===== src/rtl/gpu_cmd_pkg.sv =====
// Shared constants for the command-list DMA: register map, control/status bits,
// list header layout, FSM encodings and gpu_core register indices.
package gpu_cmd_pkg;

  localparam logic [1:0] REG_BASE   = 2'd0;
  localparam logic [1:0] REG_COUNT  = 2'd1;
  localparam logic [1:0] REG_CTRL   = 2'd2;
  localparam logic [1:0] REG_STATUS = 2'd3;

  localparam int CTRL_START   = 0;
  localparam int CTRL_ABORT   = 1;
  localparam int CTRL_IRQ_ACK = 2;

  localparam int STATUS_BUSY = 31;
  localparam int STATUS_DONE = 30;

  localparam int HDR_END = 31;

  localparam logic [1:0] ST_IDLE  = 2'd0;
  localparam logic [1:0] ST_FETCH = 2'd1;
  localparam logic [1:0] ST_DRAIN = 2'd2;

  localparam logic [3:0] GPU_REG_COLOR = 4'd1;
  localparam logic [3:0] GPU_REG_ZC    = 4'd15;

  function automatic logic isEndHeader(input logic [31:0] word);
    return word[HDR_END];
  endfunction

  function automatic logic [3:0] headerReg(input logic [31:0] word);
    return word[3:0];
  endfunction

endpackage


===== src/rtl/gpu_cmd_fifo.sv =====
// Synchronous show-ahead FIFO: data_o always presents the oldest entry while not empty.
module gpu_cmd_fifo #(
  parameter int DEPTH = 16,
  parameter int WIDTH = 32
) (
  input  logic                     clk_i,
  input  logic                     rst_i,
  input  logic                     push_i,
  input  logic                     pop_i,
  input  logic [WIDTH-1:0]         data_i,
  output logic [WIDTH-1:0]         data_o,
  output logic                     empty_o,
  output logic                     full_o,
  output logic [$clog2(DEPTH):0]   usedw_o
);

  localparam int AW = $clog2(DEPTH);
  localparam logic [AW-1:0] PTR_ONE  = 1;
  localparam logic [AW:0]   USED_ONE = 1;
  localparam logic [AW:0]   USED_MAX = (AW+1)'(DEPTH);

  logic [WIDTH-1:0] mem [DEPTH];
  logic [AW-1:0]    wrPtr_q, rdPtr_q;
  logic [AW:0]      used_q;
  logic             doPush, doPop;

  assign empty_o = (used_q == '0);
  assign full_o  = (used_q == USED_MAX);
  assign usedw_o = used_q;
  assign data_o  = mem[rdPtr_q];
  assign doPush  = push_i && !full_o;
  assign doPop   = pop_i && !empty_o;

  always_ff @(posedge clk_i or posedge rst_i) begin
    if (rst_i) begin
      wrPtr_q <= '0;
      rdPtr_q <= '0;
      used_q  <= '0;
    end else begin
      if (doPush) wrPtr_q <= wrPtr_q + PTR_ONE;
      if (doPop)  rdPtr_q <= rdPtr_q + PTR_ONE;
      if (doPush && !doPop)      used_q <= used_q + USED_ONE;
      else if (doPop && !doPush) used_q <= used_q - USED_ONE;
    end
  end

  always_ff @(posedge clk_i) begin
    if (doPush) mem[wrPtr_q] <= data_i;
  end

endmodule


===== src/rtl/gpu_cmd_dma.sv =====
// Command-list fetcher: streams {header,data} pairs from SDRAM into gpu_core writes.
// Define GPU_CMD_DMA_IRQ_EN to enable the list-complete interrupt.
module gpu_cmd_dma
  import gpu_cmd_pkg::*;
#(
  parameter int FIFO_DEPTH = 16,
  parameter int CNT_W      = 16
) (
  input  logic        clk_i,
  input  logic        rst_i,
  input  logic [1:0]  ctl_address_i,
  input  logic        ctl_read_en_i,
  input  logic        ctl_write_en_i,
  input  logic [31:0] ctl_write_data_i,
  output logic [31:0] ctl_read_data_o,
  output logic [31:0] mem_address_o,
  output logic        mem_read_o,
  input  logic        mem_wait_request_i,
  input  logic [31:0] mem_read_data_i,
  input  logic        mem_read_valid_i,
  output logic [3:0]  gpu_address_o,
  output logic        gpu_write_o,
  output logic [31:0] gpu_write_data_o,
  input  logic        gpu_wait_request_i,
  output logic        irq_o
);

  localparam int UW = $clog2(FIFO_DEPTH) + 1;
  localparam logic [UW:0]      DEPTH_L = (UW+1)'(FIFO_DEPTH);
  localparam logic [UW-1:0]    OUT_ONE = 1;
  localparam logic [CNT_W:0]   RL_ONE  = 1;
  localparam logic [CNT_W-1:0] CNT_ONE = 1;

  logic [1:0]       state_q, state_d;
  logic [31:0]      base_q, base_d, addr_q, addr_d;
  logic [CNT_W-1:0] count_q, count_d, cmdsLeft_q, cmdsLeft_d;
  logic [CNT_W:0]   readsLeft_q, readsLeft_d;
  logic [UW-1:0]    outstanding_q, outstanding_d;
  logic             done_q, done_d, discard_q, discard_d;
  logic             hdrValid_q, hdrValid_d, hdrEnd_q, hdrEnd_d;
  logic [3:0]       hdrReg_q, hdrReg_d, gpuAddr_q, gpuAddr_d;
  logic             gpuWrite_q, gpuWrite_d;
  logic [31:0]      gpuData_q, gpuData_d;

  logic             fifoPush, fifoPop, fifoEmpty, fifoFull;
  logic [31:0]      fifoData;
  logic [UW-1:0]    fifoUsed;
  logic [UW:0]      inFlight;
  logic             isIdle, wrBase, wrCount, wrCtrl, startReq, abortReq;
  logic             memAccept, retire, popHdr, popData;
  logic [31:0]      status;

  gpu_cmd_fifo #(.DEPTH(FIFO_DEPTH), .WIDTH(32)) uFifo (
    .clk_i   (clk_i),
    .rst_i   (rst_i),
    .push_i  (fifoPush),
    .pop_i   (fifoPop),
    .data_i  (mem_read_data_i),
    .data_o  (fifoData),
    .empty_o (fifoEmpty),
    .full_o  (fifoFull),
    .usedw_o (fifoUsed)
  );

  assign isIdle   = (state_q == ST_IDLE);
  assign wrBase   = ctl_write_en_i && (ctl_address_i == REG_BASE);
  assign wrCount  = ctl_write_en_i && (ctl_address_i == REG_COUNT);
  assign wrCtrl   = ctl_write_en_i && (ctl_address_i == REG_CTRL);
  assign startReq = wrCtrl && ctl_write_data_i[CTRL_START];
  assign abortReq = wrCtrl && ctl_write_data_i[CTRL_ABORT] && !isIdle;

  // Reads only go out while the FIFO can absorb every return already in flight.
  assign inFlight   = {1'b0, outstanding_q} + {1'b0, fifoUsed};
  assign mem_read_o = (state_q == ST_FETCH) && (readsLeft_q != '0) && (inFlight < DEPTH_L)
                      && !abortReq && !discard_q;
  assign memAccept  = mem_read_o && !mem_wait_request_i;
  assign retire     = mem_read_valid_i && (outstanding_q != '0);

  assign fifoPush = retire && !discard_q && !fifoFull;
  assign popHdr   = !fifoEmpty && !discard_q && !abortReq && !hdrValid_q;
  assign popData  = !fifoEmpty && !discard_q && !abortReq && hdrValid_q
                    && (!gpuWrite_q || !gpu_wait_request_i);
  assign fifoPop  = popHdr || popData || (!fifoEmpty && discard_q);

  assign mem_address_o    = addr_q;
  assign gpu_write_o      = gpuWrite_q;
  assign gpu_address_o    = gpuAddr_q;
  assign gpu_write_data_o = gpuData_q;

  always_comb begin
    state_d       = state_q;
    base_d        = base_q;
    count_d       = count_q;
    done_d        = done_q;
    addr_d        = addr_q;
    readsLeft_d   = readsLeft_q;
    cmdsLeft_d    = cmdsLeft_q;
    outstanding_d = outstanding_q;
    hdrValid_d    = hdrValid_q;
    hdrReg_d      = hdrReg_q;
    hdrEnd_d      = hdrEnd_q;
    discard_d     = discard_q;
    gpuWrite_d    = gpuWrite_q;
    gpuAddr_d     = gpuAddr_q;
    gpuData_d     = gpuData_q;

    if (isIdle && wrBase)  base_d  = {ctl_write_data_i[31:2], 2'b00};
    if (isIdle && wrCount) count_d = ctl_write_data_i[CNT_W-1:0];

    if (memAccept) begin
      addr_d      = addr_q + 32'd4;
      readsLeft_d = readsLeft_q - RL_ONE;
    end
    if (memAccept && !retire)      outstanding_d = outstanding_q + OUT_ONE;
    else if (retire && !memAccept) outstanding_d = outstanding_q - OUT_ONE;

    if (popHdr) begin
      hdrValid_d = 1'b1;
      hdrReg_d   = headerReg(fifoData);
      hdrEnd_d   = isEndHeader(fifoData);
    end
    if (gpuWrite_q && !gpu_wait_request_i) gpuWrite_d = 1'b0;
    // The END command's data word is still written; everything behind it is flushed.
    if (popData) begin
      gpuWrite_d = 1'b1;
      gpuAddr_d  = hdrReg_q;
      gpuData_d  = fifoData;
      hdrValid_d = 1'b0;
      cmdsLeft_d = cmdsLeft_q - CNT_ONE;
      if (hdrEnd_q) discard_d = 1'b1;
    end

    case (state_q)
      ST_IDLE: begin
        if (startReq) begin
          if (count_q == '0) begin
            done_d = 1'b1;
          end else begin
            state_d     = ST_FETCH;
            done_d      = 1'b0;
            addr_d      = base_q;
            readsLeft_d = {count_q, 1'b0};
            cmdsLeft_d  = count_q;
            discard_d   = 1'b0;
            hdrValid_d  = 1'b0;
          end
        end
      end
      ST_FETCH: begin
        if ((readsLeft_q == '0) || (popHdr && isEndHeader(fifoData))) state_d = ST_DRAIN;
      end
      ST_DRAIN: begin
        if ((outstanding_q == '0) && fifoEmpty && !gpuWrite_q) begin
          state_d    = ST_IDLE;
          done_d     = 1'b1;
          hdrValid_d = 1'b0;
        end
      end
      default: state_d = ST_IDLE;
    endcase

    if (abortReq) begin
      state_d    = ST_DRAIN;
      discard_d  = 1'b1;
      hdrValid_d = 1'b0;
    end
  end

  always_ff @(posedge clk_i or posedge rst_i) begin
    if (rst_i) begin
      state_q       <= ST_IDLE;
      base_q        <= '0;
      count_q       <= '0;
      done_q        <= 1'b0;
      addr_q        <= '0;
      readsLeft_q   <= '0;
      cmdsLeft_q    <= '0;
      outstanding_q <= '0;
      hdrValid_q    <= 1'b0;
      hdrReg_q      <= '0;
      hdrEnd_q      <= 1'b0;
      discard_q     <= 1'b0;
      gpuWrite_q    <= 1'b0;
      gpuAddr_q     <= '0;
      gpuData_q     <= '0;
    end else begin
      state_q       <= state_d;
      base_q        <= base_d;
      count_q       <= count_d;
      done_q        <= done_d;
      addr_q        <= addr_d;
      readsLeft_q   <= readsLeft_d;
      cmdsLeft_q    <= cmdsLeft_d;
      outstanding_q <= outstanding_d;
      hdrValid_q    <= hdrValid_d;
      hdrReg_q      <= hdrReg_d;
      hdrEnd_q      <= hdrEnd_d;
      discard_q     <= discard_d;
      gpuWrite_q    <= gpuWrite_d;
      gpuAddr_q     <= gpuAddr_d;
      gpuData_q     <= gpuData_d;
    end
  end

  always_comb begin
    status              = '0;
    status[STATUS_BUSY] = !isIdle;
    status[STATUS_DONE] = done_q;
    status[CNT_W-1:0]   = cmdsLeft_q;
    ctl_read_data_o     = '0;
    if (ctl_read_en_i) begin
      case (ctl_address_i)
        REG_BASE:   ctl_read_data_o = base_q;
        REG_COUNT:  ctl_read_data_o = 32'(count_q);
        REG_STATUS: ctl_read_data_o = status;
        default:    ctl_read_data_o = '0;
      endcase
    end
  end

`ifdef GPU_CMD_DMA_IRQ_EN
  logic irq_q, irq_d;

  always_comb begin
    irq_d = irq_q;
    if (wrCtrl && ctl_write_data_i[CTRL_IRQ_ACK]) irq_d = 1'b0;
    if (done_d && !done_q) irq_d = 1'b1;
  end

  always_ff @(posedge clk_i or posedge rst_i) begin
    if (rst_i) irq_q <= 1'b0;
    else       irq_q <= irq_d;
  end

  assign irq_o = irq_q;
`else
  assign irq_o = 1'b0;
`endif

endmodule


===== config.mk =====
export PLATFORM = sky130hd
export DESIGN_NAME = gpu_cmd_dma
export DESIGN_NICKNAME = d
export VERILOG_FILES = /design/src/rtl/gpu_cmd_pkg.sv /design/src/rtl/gpu_cmd_fifo.sv /design/src/rtl/gpu_cmd_dma.sv
export SDC_FILE = /design/constraint.sdc
export NUM_CORES = 1
export LEC_CHECK = 0
export CELL_PAD_IN_SITES_DETAIL_PLACEMENT = 0
export CELL_PAD_IN_SITES_GLOBAL_PLACEMENT = 2
export CORE_MARGIN = 2
export CORE_UTILIZATION = 48
export CTS_CLUSTER_SIZE = 25
export DETAILED_ROUTE_END_ITERATION = 6
export PLACE_DENSITY = 0.85
export SLEW_MARGIN = 30
export SYNTH_ARGS = -nofsm -noshare
export SYNTH_HDL_FRONTEND = slang
export SYNTH_SLANG_ARGS = --single-unit

===== constraint.sdc =====
create_clock -name clk_i -period 11 [get_ports clk_i]
set_clock_uncertainty 0.1 [all_clocks]
set_input_delay 1.1 -clock clk_i [delete_from_list [all_inputs] [get_ports clk_i]]
set_output_delay 1.1 -clock clk_i [all_outputs]
set_load 0.01 [all_outputs]

## After elaboration in Yosys (flattened, before gate mapping)

Memory sizes are Yosys's and may differ from the RTL's.
Cells that the tools add are included.

| storage, ports and cells | value |
|---|---|
| bits in registers | 176 |
| bits in writable memories | 512 |
| input bits | 73 |
| output and inout bits | 103 |
| logic and storage cells | 150 |
| memories kept | 1 |

| cells by class | value |
|---|---|
| $add $sub $neg | 10 |
| magnitude comparators | 1 |
| equality and inequality tests | 12 |
| mux-type cells | 45 |
| reductions and logical operators | 63 |

Memories:

| memory | words | width | rd ports | clocked after memory_dff | wr ports | RTL line | text |
|---|---|---|---|---|---|---|---|
| uFifo.mem | 16 | 32 | 1 | 0 | 1 | gpu_cmd_fifo.sv:22 | `logic [WIDTH-1:0] mem [DEPTH];` |

Operators with widths:

| operator | number |
|---|---|
| $mux W32 | 5 |
| $pmux W32 S3 | 1 |
| $mux W17 | 4 |
| $mux W16 | 4 |
| $add A32 B3 Y32 const B | 1 |
| $logic_and A1 B1 Y1 | 32 |
| $mux W5 | 4 |
| $mux W1 | 19 |
| $logic_not A17 Y1 | 1 |
| $reduce_bool A17 Y1 | 1 |
| $sub A17 B1 Y17 const B | 1 |
| $logic_not A16 Y1 | 1 |
| $sub A16 B1 Y16 const B | 1 |
| $logic_not A1 Y1 | 13 |
| $add A5 B1 Y5 const B | 2 |
| $logic_not A5 Y1 | 2 |
| $mux W2 | 5 |
| $sub A5 B1 Y5 const B | 2 |
| $add A4 B1 Y4 const B | 2 |
| $reduce_bool A2 Y1 | 4 |
| $add A5 B5 Y6 | 1 |
| $eq A2 B2 Y1 const B | 3 |
| $lt A6 B5 Y1 const B | 1 |
| $ne A3 B3 Y1 const B | 2 |
| 13 further kinds | 19 |

## Longest topological paths before layout

Gate-level depths: netlist (run 1).

| logic depth | value |
|---|---|
| word-level depth | 14 |
| mapped depth | 14 |
| gate-level depth less buffers | 13 |

## Hierarchy

A second synthesis (run 1) with hierarchy kept.

| second synthesis, totals | value |
|---|---|
| cell total of the unflattened synthesis | 1866 |
| area total of the unflattened synthesis | 28766.3 um2 |

By module, submodules not included:

| module | times used | cells each | area each (um2) |
|---|---|---|---|
| gpu_cmd_fifo | 1 | 1010 | 20412.1 |
| gpu_cmd_dma | 1 | 856 | 8354.3 |

## Least setup slack after synthesis (run 1)

Ideal clock, no wire load.

| timing path | value |
|---|---|
| path kind | input-to-reg |
| from | input mem_read_valid_i |
| to | memory uFifo.mem[3][0], enable pin |
| library setup time | 0.461 ns |
| arrival time | 4.370 ns |
| required time | 10.439 ns |
| path slack | 6.069 ns |
| cell stages on the path | 4 |
| path buffers | 0 |
| cell sequence | o21ai_0 > a211oi_1 > nand2_1 > nor3_1 |

| on the way | value |
|---|---|
| word-level cells in the longest chain between the ends | 6 |

RTL lines:

| element | RTL line | text |
|---|---|---|
| start, declared | gpu_cmd_dma.sv:20 | `input logic mem_read_valid_i,` |
| $logic_and A1 B1 Y1 | gpu_cmd_dma.sv:77 | `assign retire = mem_read_valid_i && (outstanding_q != '0);` |
| $logic_and A1 B1 Y1 (2 in series) | gpu_cmd_dma.sv:79 | `assign fifoPush = retire && !discard_q && !fifoFull;` |
| $logic_and A1 B1 Y1 | gpu_cmd_fifo.sv:31 | `assign doPush = push_i && !full_o;` |
| net uFifo.doPush | gpu_cmd_fifo.sv:25 | `logic doPush, doPop;` |
| $mux W1 | gpu_cmd_fifo.sv:48 | `if (doPush) mem[wrPtr_q] <= data_i;` |
| $mux W1 (implied by the code) | gpu_cmd_fifo.sv:48 |  |
| end, declared | gpu_cmd_fifo.sv:22 |  |

The timed path passes the listed nets, and every way through them passes these cells.

## Worst setup path in the final report (run 1)

| timing path | value |
|---|---|
| from | input ctl_address_i[0] |
| to | output mem_read_o |

| on the way | value |
|---|---|
| word-level cells in the longest chain between the ends | 7 |

RTL lines:

| element | RTL line | text |
|---|---|---|
| start, declared | gpu_cmd_dma.sv:11 | `input logic [1:0] ctl_address_i,` |
| $eq A2 B2 Y1 | gpu_cmd_dma.sv:68 | `assign wrCtrl = ctl_write_en_i && (ctl_address_i == REG_CTRL);` |
| $logic_and A1 B1 Y1 | gpu_cmd_dma.sv:68 |  |
| $logic_and A1 B1 Y1 (2 in series) | gpu_cmd_dma.sv:70 | `assign abortReq = wrCtrl && ctl_write_data_i[CTRL_ABORT] && !isIdle;` |
| $logic_not A1 Y1 | gpu_cmd_dma.sv:75 | `&& !abortReq && !discard_q;` |
| $logic_and A1 B1 Y1 (2 in series) | gpu_cmd_dma.sv:75 |  |
| end, declared | gpu_cmd_dma.sv:17 | `output logic mem_read_o,` |

No other way between the ends.

==> impl_metrics.yaml, run 1 <==
global_routing:
  grt_pass1_wl_microns: 99100
  grt.total_usage_pct: 21.7
  grt_max_degree: 113
  antenna_found_initial: 3
  grt_overflow_total: 0
  grt_pass1_vias: 16249
critical_path:
  critPathMaxStageDelay_ps: 630
  worstSetupStartpointType: "input pin"
  required_ps: 9800
  endpoint_kind: "primary output"
  path_cells: "clkdlybuf4s50_1, buf_4, and4b_1, or2_2, a21oi_1, nor3b_1, clkdlybuf4s50_1"
  arrival_ps: 3640
  path_max_fanout: 21
  worstSetupPathType: "input pin to primary output"
  reg2reg_slack_ps: 6900
  path_common_cell: "clkdlybuf4s50_1"
  cpMaxStageDelayCell: "clkdlybuf4s50_1"
synthesis:
  async_reset_ff_share_pct: 25.4
  syn_avg_cell_area_sq_um: 16.7
  ys_ff_latch: 686
  yosysMostFrequentCell: "edfxtp_1"
  synth.top_cell.area_share_pct: 54.2
  synth.area.top_cells: "edfxtp_1, dfrtp_1, mux4_2, mux2_2, mux2i_1"
  yosysUniqueCellTypes: 57
  synth_common_cells: "edfxtp_1, dfrtp_1, mux4_2, mux2i_1, clkbuf_1"
  synth_ff_type: "edfxtp_1"
  postSynthCellCount: 1700
  yosys_warnings: 0
  syn_area_sq_um: 28300
  yosysTopAreaCell: "edfxtp_1"
  synth_enable_flop_cells: 512
  yosysSeqAreaShare_pct: 69.6
job:
  drv_cap: 0
clocking:
  cts_resized: 0
  cts_buffers: 72
  h-tree-depth: 3
  insertion_delay_ps: 620
  cts.clk_slew.worst_paths_ps: 60
  tritoncts: "yes"
  cts_buffer_depth: 3
  post-cts-setup-buffers: 0
  holdBufCountCts: 0
  clock-sinks: 686
  cts-root-buf: "clkbuf_16"
sta:
  hold_viol: 0
  fin_tns_setup_ps: 0
  finalCritPeriodShare_pct: 44.0
  whs_ps: 374
  period_minus_slack_ps: 4840
  finalSetupViolCount: 0
  worst_pin_slew_ps: 919
  rsz0062_at_grt: "false"
  drv_slew: 0
  fmax_ghz: 0.207
  relSlewSlack_pct: 37.1
die:
  chipWidth_microns: 247
  ios: 176
  start_util_pct: 48.3
  num_rows: 89
  design.core.area_sq_um: 58700
  die_h_microns: 247
  die-area_sq_um: 61000
pwr:
  seqPwrFrac_pct: 42.7
  switching_share_pct: 30.5
  internal_power_mw: 5.61
  p_sw_mw: 2.47
  peakVddDrop_mv: 0.169
  cellLeakagePower_nw: 11.8
  p_comb_share_pct: 28.1
  p_clk_share_pct: 29.1
  p_per_area_nw_per_um2: 242
layout:
  multi_input_area_sq_um: 8260
  final_layout_size_suffix_gt1_share_pct: 18.5
  fill_cells: 4462
  syn2layout_area_growth_pct: 17.8
  nNetsFinal: 1970
  regArea_sq_um: 19700
placement:
  port_buffers: 172
  gp_congestion: 0.804
  hpwlAfterDp_microns: 36200
route:
  routedWlPerCell_microns: 24.2
  vias: 15959
  ant_nets: 0
  postRouteWirelength_microns: 65400
  drtIter0Drc: 1213
  via_per_inst: 5.90
  firstDrtPassIters: 5
  drc: 0
outcome:
  status: "complete, no violations"
min_path:
  hp-class: "register to register"
==> registers in the layout, indices dropped and copies added, names as in the netlist <==
name	cells
discard_q	1
cmdsLeft_q	16
outstanding_q	5
uFifo.rdPtr_q	4
gpu_write_data_o	32
hdrReg_q	4
count_q	16
gpu_write_o	1
gpu_address_o	4
state_q	2
uFifo.wrPtr_q	4
uFifo.mem	512
hdrEnd_q	1
readsLeft_q	17
done_q	1
hdrValid_q	1
uFifo.usedw_o	5
base_q	30
mem_address_o	30
==> layer usage <==
layer  vias up  part of all wire [%]  track usage (%)
li1       7164                     -                -
met1      8244                    43             29.5
met2       451                    49             36.0
met3        96                   5.5             3.92
met4         4                   2.1             5.99
met5         -                 0.040                0
==> cell usage in the layout (no fill, tap or decap), types with 14 or more instances in the layout <==
master / instances
a21oi_1: 25
nor2_1: 60
o21ai_0: 28
mux2i_1: 85
nor2b_1: 18
and3_1: 19
o32ai_1: 27
nand3_1: 21
clkbuf_16: 74
clkbuf_1: 21
o31ai_1: 27
ha_1: 22
mux4_2: 105
inv_1: 19
or3_1: 24
o22ai_1: 27
mux2_2: 77
clkdlybuf4s50_1: 171
or4_1: 27
buf_4: 25
a211oi_1: 28
a22oi_1: 14
dfrtp_1: 170
a31oi_1: 45
nand2_1: 44
a21o_1: 30
edfxtp_1: 512
xnor2_1: 19
==> layout make-up <==
class                      count  share of cell area (%)
antenna                        1                 0.00749
clock buffer                 104                    6.15
clock inverter                30                   0.824
inverter                      20                   0.247
multi-input combinational    890                    24.7
sequential                   686                    59.1
tap                          773                    2.90
timing repair buffer         203                    6.01
==> power groups by stage <==
stage                     registers [mW]  logic, mW  clock network [mW]
final                               3.45       2.27                2.36
after global routing                3.51       2.47                2.50
after CTS                           3.45       2.31                2.40
after detailed placement            3.50       2.30                   0
after global placement              3.55       2.19                   0
after floorplan                     3.41       1.54                   0
==> path summary, 6_finish.rpt <==
| check | startpoint | to | depth (start not counted) |
|---|---|---|---|
| setup reg to reg | outstanding_q[4] | outstanding_q[4] | 13 |
| hold / removal | gpu_write_data_o[8] | gpu_write_data_o[8] | 1 |
| hold reg to reg | gpu_write_data_o[8] | gpu_write_data_o[8] | 1 |
| setup / recovery | ctl_address_i[0] | mem_read_o | 7 |
| max in group asynchronous | rst_i | count_q[4] | 3 |
| min in group asynchronous | rst_i | base_q[27] | 2 |
==> per-stage QoR <==
step           cells  cell area [sq um]  util [%]  setup slack (ps)  power, mW
6_report        2707              33400      56.9              6160       8.08
5_1_grt         2707              33400      56.9              6060       8.48
4_1_cts         2706              33400      56.9              6220       8.16
3_5_place_dp    2572              31100      52.9              5920       5.80
3_3_place_gp    2570              31000      52.8              6020       5.74
2_1_floorplan   1702              28400         -              5080       4.95
==> worst max-delay path, delay by kind of cell <==
family          cells  cell delay [ps]
compound gates      1              220
buf+inv             3             1370
simple gates        3              940
==> kinds of logic after synthesis <==
| kind of cell | Yosys count | share of synthesized area (%) |
|---|---|---|
| DFF | 686 | 69.6 |
| buffers and inverters | 126 | 1.78 |
| and+or+nand+nor | 295 | 5.58 |
| muxes | 267 | 14.4 |
| AOI/OAI and AO/OA | 271 | 6.58 |
| other | 1 | 0.0132 |
| adders and majority gates | 24 | 1.11 |
| xor gates and xnor gates | 30 | 0.927 |
No activity file was read; power rests on OpenSTA's default activity.
==> run 2: changes to the inputs <==
Settings changed: CORE_UTILIZATION 48 to 44, PLACE_DENSITY 0.85 to 0.79.
Clock period 11 ns to 4.9 ns, I/O delays scaled along.
==> run 2 against run 1 <==
Net effect:
- the flow now finishes with violations (DRC)
- highest routed layer unchanged
- worst setup slack worse by 5300 ps
- sequential power increased by 130%
- critical path type is now register to register
- count of clock-buffer cells in the layout down 1
- largest power group unchanged
==> impl_metrics.yaml, run 2 (synthesis gave the netlist of run 1 again) <==
clocking:
  post-cts-setup-buffers: 0
  cts_buffer_depth: 3
  tritoncts: "yes"
  cts-root-buf: "clkbuf_16"
  holdBufCountCts: 0
  insertion_delay_ps: 630
  cts_resized: 0
  clock-sinks: 686
  cts_buffers: 75
  h-tree-depth: 3
  cts.clk_slew.worst_paths_ps: 60
critical_path:
  cpMaxStageDelayCell: "or4_4"
  reg2reg_depth: 13
  worstSetupPathType: "register to register"
  path_cells: "ha_1, or4_4, or4_4, a211o_2, inv_1, ha_1, inv_1, ha_1, nor2b_1, o21a_1, or3_1, a21oi_1, xor2_1"
  path_max_fanout: 5
  r2r-end: "outstanding_q[4]"
  worstSetupStartpointType: "register"
  endpoint_kind: "register"
  reg2reg_slack_ps: 820
  required_ps: 5340
  arrival_ps: 4520
  path_common_cell: "ha_1"
  reg2reg_from: "outstanding_q[4]"
  critPathMaxStageDelay_ps: 510
placement:
  gp_congestion: 0.808
  post-place-ws_ps: 622
  port_buffers: 172
  dp.cells: 2666
  hpwlAfterDp_microns: 39500
die:
  design.core.area_sq_um: 64100
  die-area_sq_um: 66500
  ios: 176
  num_rows: 93
  die_h_microns: 258
  start_util_pct: 44.2
  chipWidth_microns: 258
global_routing:
  grt_overflow_total: 0
  grt.total_usage_pct: 20.3
  grt_pass1_vias: 16495
  grt_pass1_wl_microns: 102000
  antenna_found_initial: 3
  grt_max_degree: 114
sta:
  finalSetupViolCount: 0
  relSlewSlack_pct: 35.3
  fmax_ghz: 0.245
  setup_ws_ps: 821
  drv_slew: 0
  hold_viol: 0
  period_minus_slack_ps: 4080
  whs_ps: 310
  worst_pin_slew_ps: 971
  rsz0062_at_grt: "false"
  fin_tns_setup_ps: 0
  finalCritPeriodShare_pct: 83.2
route:
  drtIter0Drc: 1280
  via_per_inst: 5.76
  routedWlPerCell_microns: 24.0
  postRouteWirelength_microns: 67400
  ant_nets: 0
  vias: 16135
  drc: 2
  firstDrtPassIters: 7
outcome:
  status: "finished, violations left"
  violations: "DRC"
job:
  drv_cap: 0
layout:
  largest_reg_flops: 512
  nNetsFinal: 1985
  fin_util_pct: 52.6
  final_layout_size_suffix_gt1_share_pct: 19.0
  layout_commonest_cell: "edfxtp_1"
  syn2layout_area_growth_pct: 19.0
  final-instance-count-excl-fill: 2803
  layout_common_cells: "edfxtp_1, clkdlybuf4s50_1, dfrtp_1, mux4_2, mux2i_1"
  antenna-diode-count: 0
  top_register: "uFifo.mem"
pwr:
  p_per_area_nw_per_um2: 548
  cellLeakagePower_nw: 11.9
  peakVddDrop_mv: 0.305
min_path:
  hp-class: "input pin to asynchronous set/reset pin"
run 2: changes by cell type in the layout (fill, tap and decap cells not counted), sizes merged:
cell | previous run | this run
bufinv | 1 | 6
diode | 1 | 0
buf | 32 | 44
clkinvlp | 2 | 1
clkbuf | 104 | 103
run 2: metal layers:
layer / GRT usage [%] / wire length, microns / up-vias
met3: 3.89 / 3580 / 96
li1: - / - / 7196
met5: 0 / 43 / -
met4: 5.49 / 1380 / 6
met2: 33.6 / 33300 / 473
met1: 27.8 / 29100 / 8364
run 2: through the flow:
step	power, mW	instance area (sq um)
finish	18.5	33700
detailed placement	13.0	31200
floorplan	11.1	28400
CTS	18.7	33700
global placement	12.9	31200
global route	19.4	33700
run 2: worst max-delay path by stage:
stage / startpoint / endpoint / slack [ps] / cells after the start
after CTS: outstanding_q[4] / outstanding_q[4] / 780 / 13
after floorplan: outstanding_q[0] / uFifo.mem[3][0] / 550 / 5
after detailed placement: ctl_address_i[0] / outstanding_q[4] / 620 / 13
final: outstanding_q[4] / outstanding_q[4] / 820 / 13
after global routing: outstanding_q[4] / outstanding_q[4] / 670 / 13
after global placement: ctl_address_i[0] / outstanding_q[4] / 720 / 13
run 2: layout make-up:
type | count | area [sq um]
fillers | 5160 | 30400
clock inverters | 34 | 432
multi-input cells | 890 | 8260
flip-flops and latches | 686 | 19700
inverters | 20 | 78.8
clock buffers | 103 | 2040
well taps | 855 | 1070
repair buffers | 215 | 2090
run 2: where the power goes:
group          switching (mW)  internal, mW  total [mW]
clock network            2.32          3.28        5.60
registers                1.00          6.98        7.98
logic                    2.28          2.60        4.88
run 2: worst max-delay path, delay by kind of cell, from the launching register on:
kind            cells  cell delay (ps)
compound gates      3              690
buf+inv             2              350
xor+xnor            1              150
simple gates        4             1430
fa+ha+maj           3              870
flops               1              400
==> edit 1, RTL diff (config.mk and constraints of run 2) <==
The option `GPU_CMD_DMA_IRQ_EN` is turned on by a define.
--- a/src/rtl/gpu_cmd_dma.sv
+++ b/src/rtl/gpu_cmd_dma.sv
@@ -1,4 +1,6 @@
 // Command-list fetcher: streams {header,data} pairs from SDRAM into gpu_core writes.
 // Define GPU_CMD_DMA_IRQ_EN to enable the list-complete interrupt.
+`define GPU_CMD_DMA_IRQ_EN
+
 module gpu_cmd_dma
   import gpu_cmd_pkg::*;
Formal check against the unedited RTL: not equivalent (a bounded check fails within 4 cycles, from zero or initial values and one cycle with rst_i high).
==> edit 1 against run 2 <==
Register-to-register slack improved by 0.44 ns; total power grew 4.9%; die area is 0.38% higher; sequential share of layout area decreased by 0.14 points; area after synthesis is 0.39% higher; cell area up 0.37%; sequential cell count increased by 1; critical path depth down 7; setup slack worse by 0.18 ns; wire length is 5.6% higher.
==> edit 1: results <==
synthesis:
  synthAdderAreaFrac: 0.01064
  synth-compound-area-share: 0.07818
  synthDistinctLibCells: 63
  synth_area_leaders: "edfxtp_1 (54%), dfrtp_1 (15%), mux4_2 (7.2%), mux2i_1 (2.7%), mux2_2 (2.6%)"
  synth_xor_area_frac: 0.01016
global_routing:
  grtUsageMet3: 0.03727
  grt_pass1_wl_mm: 107.2
  grt_max_degree: 90
  use_met2: 0.3505
  grt_pass1_vias: 16910
cts:
  numCtsBuffers: 73
  worstSkewPairLatency_ns: 0.61
pwr:
  p_leak_nw: 11.75
  pg_clk_mw: 5.59
  powerSeq_mw: 8.18
  vdd_drop_max_v: 0.0003874
finish:
  layout-drive-gt1-share: 0.1801
  final_nets: 2046
  fillers: 5207
detailed_routing:
  via_per_inst: 5.875
  routed_wirelength_mm: 71.14
  drt_iter0_drc: 1353
  met1Wirelength_mm: 30.97
  wl_met2_mm: 34.75
  met3_length_mm: 4.162
placement:
  port_buffers: 173
worst_setup_path:
  timing.rr.start: "readsLeft_q[5]"
  r2r_slack_ns: 1.26
  worst_path_max_delay_cell: "or3_1"
  arrival_ns: 3.67
outcome:
  status: "completed"
## edit 1: how the worst max path moves through the flow
stage | from | endpoint | slack, ns | cells past startpoint
after floorplan | outstanding_q[1] | uFifo.mem[3][0] | 0.54 | 5
final | readsLeft_q[5] | mem_read_o | 0.64 | 6
after CTS | readsLeft_q[5] | mem_read_o | 0.64 | 6
after detailed placement | ctl_address_i[1] | outstanding_q[4] | 1.06 | 13
after global placement | ctl_address_i[1] | outstanding_q[4] | 1.11 | 13
after global routing | readsLeft_q[5] | mem_read_o | 0.47 | 6
## edit 1: logic make-up (layout without fill, tap and decap cells)
kind of cell | count (synthesis) | count (layout)
AOI/OAI and AO/OA | 323 | 323
xor gates and xnor gates | 33 | 33
adders and majority gates | 23 | 23
buffers and inverters | 129 | 382
DFF | 687 | 687
muxes | 232 | 232
other | 1 | 2
and+or+nand+nor | 328 | 328
## edit 1: per-stage QoR
| step | instance area [µm²] | power, mW | instances | setup WS, ns | util |
|---|---|---|---|---|---|
| after floorplan | 28460 | 11.64 | 1757 | 0.5386 | - |
| final | 33840 | 19.37 | 2865 | 0.6374 | 0.5268 |
| after global placement | 31360 | 13.81 | 2727 | 1.108 | 0.4883 |
| after detailed placement | 31400 | 13.94 | 2730 | 1.063 | 0.4888 |
| after global routing | 33840 | 20.34 | 2865 | 0.4708 | 0.5268 |
| after CTS | 33820 | 19.55 | 2865 | 0.6362 | 0.5266 |
## edit 1: area by class of cell
cell class              instances  area, µm²  area share
flip-flops and latches        687      19760      0.5840
multi-input cells             941       8303      0.2454
repair buffers                227       2195     0.06485
clock inverters                39      442.9     0.01309
well taps                     855       1070     0.03161
inverters                      20      78.83    0.002329
clock buffers                  96       1987     0.05871
==> edit 2, RTL diff (config.mk and constraints of run 2) <==
Made on the original files. Take the reset off `addr_q`, `outstanding_q`, `gpuAddr_q` and `gpuData_q` and load them in a clocked block of their own.
--- a/src/rtl/gpu_cmd_dma.sv
+++ b/src/rtl/gpu_cmd_dma.sv
@@ -173,8 +173,6 @@
       count_q       <= '0;
       done_q        <= 1'b0;
-      addr_q        <= '0;
       readsLeft_q   <= '0;
       cmdsLeft_q    <= '0;
-      outstanding_q <= '0;
       hdrValid_q    <= 1'b0;
       hdrReg_q      <= '0;
@@ -182,6 +180,4 @@
       discard_q     <= 1'b0;
       gpuWrite_q    <= 1'b0;
-      gpuAddr_q     <= '0;
-      gpuData_q     <= '0;
     end else begin
       state_q       <= state_d;
@@ -189,8 +185,6 @@
       count_q       <= count_d;
       done_q        <= done_d;
-      addr_q        <= addr_d;
       readsLeft_q   <= readsLeft_d;
       cmdsLeft_q    <= cmdsLeft_d;
-      outstanding_q <= outstanding_d;
       hdrValid_q    <= hdrValid_d;
       hdrReg_q      <= hdrReg_d;
@@ -198,7 +192,12 @@
       discard_q     <= discard_d;
       gpuWrite_q    <= gpuWrite_d;
-      gpuAddr_q     <= gpuAddr_d;
-      gpuData_q     <= gpuData_d;
-    end
+    end
+  end
+
+  always_ff @(posedge clk_i) begin
+    addr_q        <= addr_d;
+    outstanding_q <= outstanding_d;
+    gpuAddr_q     <= gpuAddr_d;
+    gpuData_q     <= gpuData_d;
   end
 
Formal check against the unedited RTL: differs if rst_i is asserted again (counterexample within 4 cycles, from zero or initial values and one cycle with rst_i high); with rst_i held inactive, the same outputs for 4 cycles.
==> edit 2 against run 2 <==
Area after synthesis fell by 1.6%; sequential cell count unchanged; combinational power down 9.6%; count of clock-buffer cells in the layout unchanged; total power fell by 6.4%; wire length fell by 1.2%; cell area fell by 1.3%; setup slack improved by 0.61 ns; critical path type is now in -> out; critical endpoint is now mem_read_o; largest cell class unchanged.
==> edit 2: results <==
outcome:
  status: "completed"
synthesis:
  synth_edf_count: 553
  synthMuxAreaShare: 0.1238
  synthDistinctLibCells: 61
  synth_area_leaders: "edfxtp_1 (60%), dfrtp_1 (9.2%), mux4_2 (5.2%), mux2i_1 (4.6%), mux2_2 (2.5%)"
  synth-compound-area-share: 0.05726
  synthAdderAreaFrac: 0.01130
  synthTopCellsByCount: "edfxtp_1 (553), mux2i_1 (128), nand2_1 (104), dfrtp_1 (103), mux4_2 (65)"
  ys_seq_area_frac: 0.7091
  async_flop_share: 0.1501
detailed_routing:
  drt_iter0_drc: 1215
  via_per_inst: 5.568
finish:
  layout-drive-gt1-share: 0.1687
  fillers: 5072
worst_setup_path:
  worstReg2RegEnd: "uFifo.mem[7][9]"
  crit_path_start: "ctl_address_i[0]"
  arrival_ns: 2.88
  r2r.worst_path.cells: 7
  path_max_fanout: 21
  cp_slowest_stage_delay_ns: 0.59
  r2r_slack_ns: 1.46
  setup.worst_path.end: "mem_read_o"
  timing.rr.start: "outstanding_q[0]"
placement:
  gp_congestion: 0.7723
  dpl_cell_area_um2: 30890
  place_hpwl_mm: 41.56
global_routing:
  globalRouteTotalUtil: 0.2042
  grt_max_degree: 68
  antenna_found_initial: 2
  grt_pass1_wl_mm: 101.7
cts:
  numCtsBuffers: 73
  worstSkewPairLatency_ns: 0.60
pwr:
  vdd_drop_max_v: 0.0003434
floorplan:
  rows: 92
sta:
  worst_pin_slew_ns: 0.9445
[edit 2: cell count changes after synthesis, moves of 30 or more]
cell,before,now
a221oi_1,1,63
xnor2_1,19,51
a22oi_1,14,45
dfxtp_1,0,30
mux4_2,105,65
mux2i_1,85,128
o21ai_1,1,39
dfrtp_1,174,103
edfxtp_1,512,553
nand2_1,46,104
a31oi_1,45,8
[edit 2: how the worst min path moves through the flow]
stage           startpoint                to  depth (start not counted)
6_report             rst_i       hdrReg_q[3]                          2
4_1_cts              rst_i       hdrReg_q[3]                          2
3_3_place_gp   hdrReg_q[0]  gpu_address_o[0]                          0
5_1_grt              rst_i            done_q                          2
2_1_floorplan  hdrReg_q[0]  gpu_address_o[0]                          0
3_5_place_dp   hdrReg_q[0]  gpu_address_o[0]                          0
[edit 2: kinds of logic after synthesis]
| kind of cell | after synthesis |
|---|---|
| compound gates | 237 |
| mux | 256 |
| buf+inv | 112 |
| flops | 686 |
| other cells | 1 |
| simple gates | 306 |
| xor+xnor | 72 |
| fa+ha+maj | 24 |
[edit 2: metal layers]
layer / share of wire / up-vias / track usage / wire [µm]
li1: - / 7067 / - / -
met3: 0.046 / 74 / 0.03209 / 3084
met2: 0.48 / 397 / 0.3266 / 32030
met1: 0.45 / 8074 / 0.2890 / 30100
met4: 0.021 / 0 / 0.06400 / 1367
met5: 0 / - / 0 / 0
[edit 2: area by class of cell]
| cell class | instances | area, µm² | share of cell area |
|---|---|---|---|
| diodes | 2 | 5.005 | 0.0001503 |
| clock buffers | 103 | 2076 | 0.06236 |
| well taps | 846 | 1059 | 0.03180 |
| flip-flops and latches | 686 | 19790 | 0.5946 |
| clock inverters | 29 | 324.1 | 0.009735 |
| multi-input cells | 898 | 7790 | 0.2340 |
| inverters | 20 | 77.57 | 0.002330 |
| repair buffers | 220 | 2166 | 0.06506 |
[edit 2: through the flow]
| step | setup slack, ns | cells | hold slack (ns) |
|---|---|---|---|
| floorplan | 0.8764 | 1696 | 0.3256 |
| global placement | 1.055 | 2667 | 0.3506 |
| detailed placement | 1.017 | 2670 | 0.3623 |
| CTS | 1.463 | 2802 | 0.1749 |
| global route | 1.254 | 2804 | 0.2168 |
| finish | 1.427 | 2804 | 0.1727 |
[edit 2: power by group]
part	switching, mW	leakage [nW]	total (mW)	internal, mW
combinational	2.48	3.91	4.41	1.93
sequential	0.509	6.52	7.35	6.84
clock	2.19	1.18	5.52	3.33
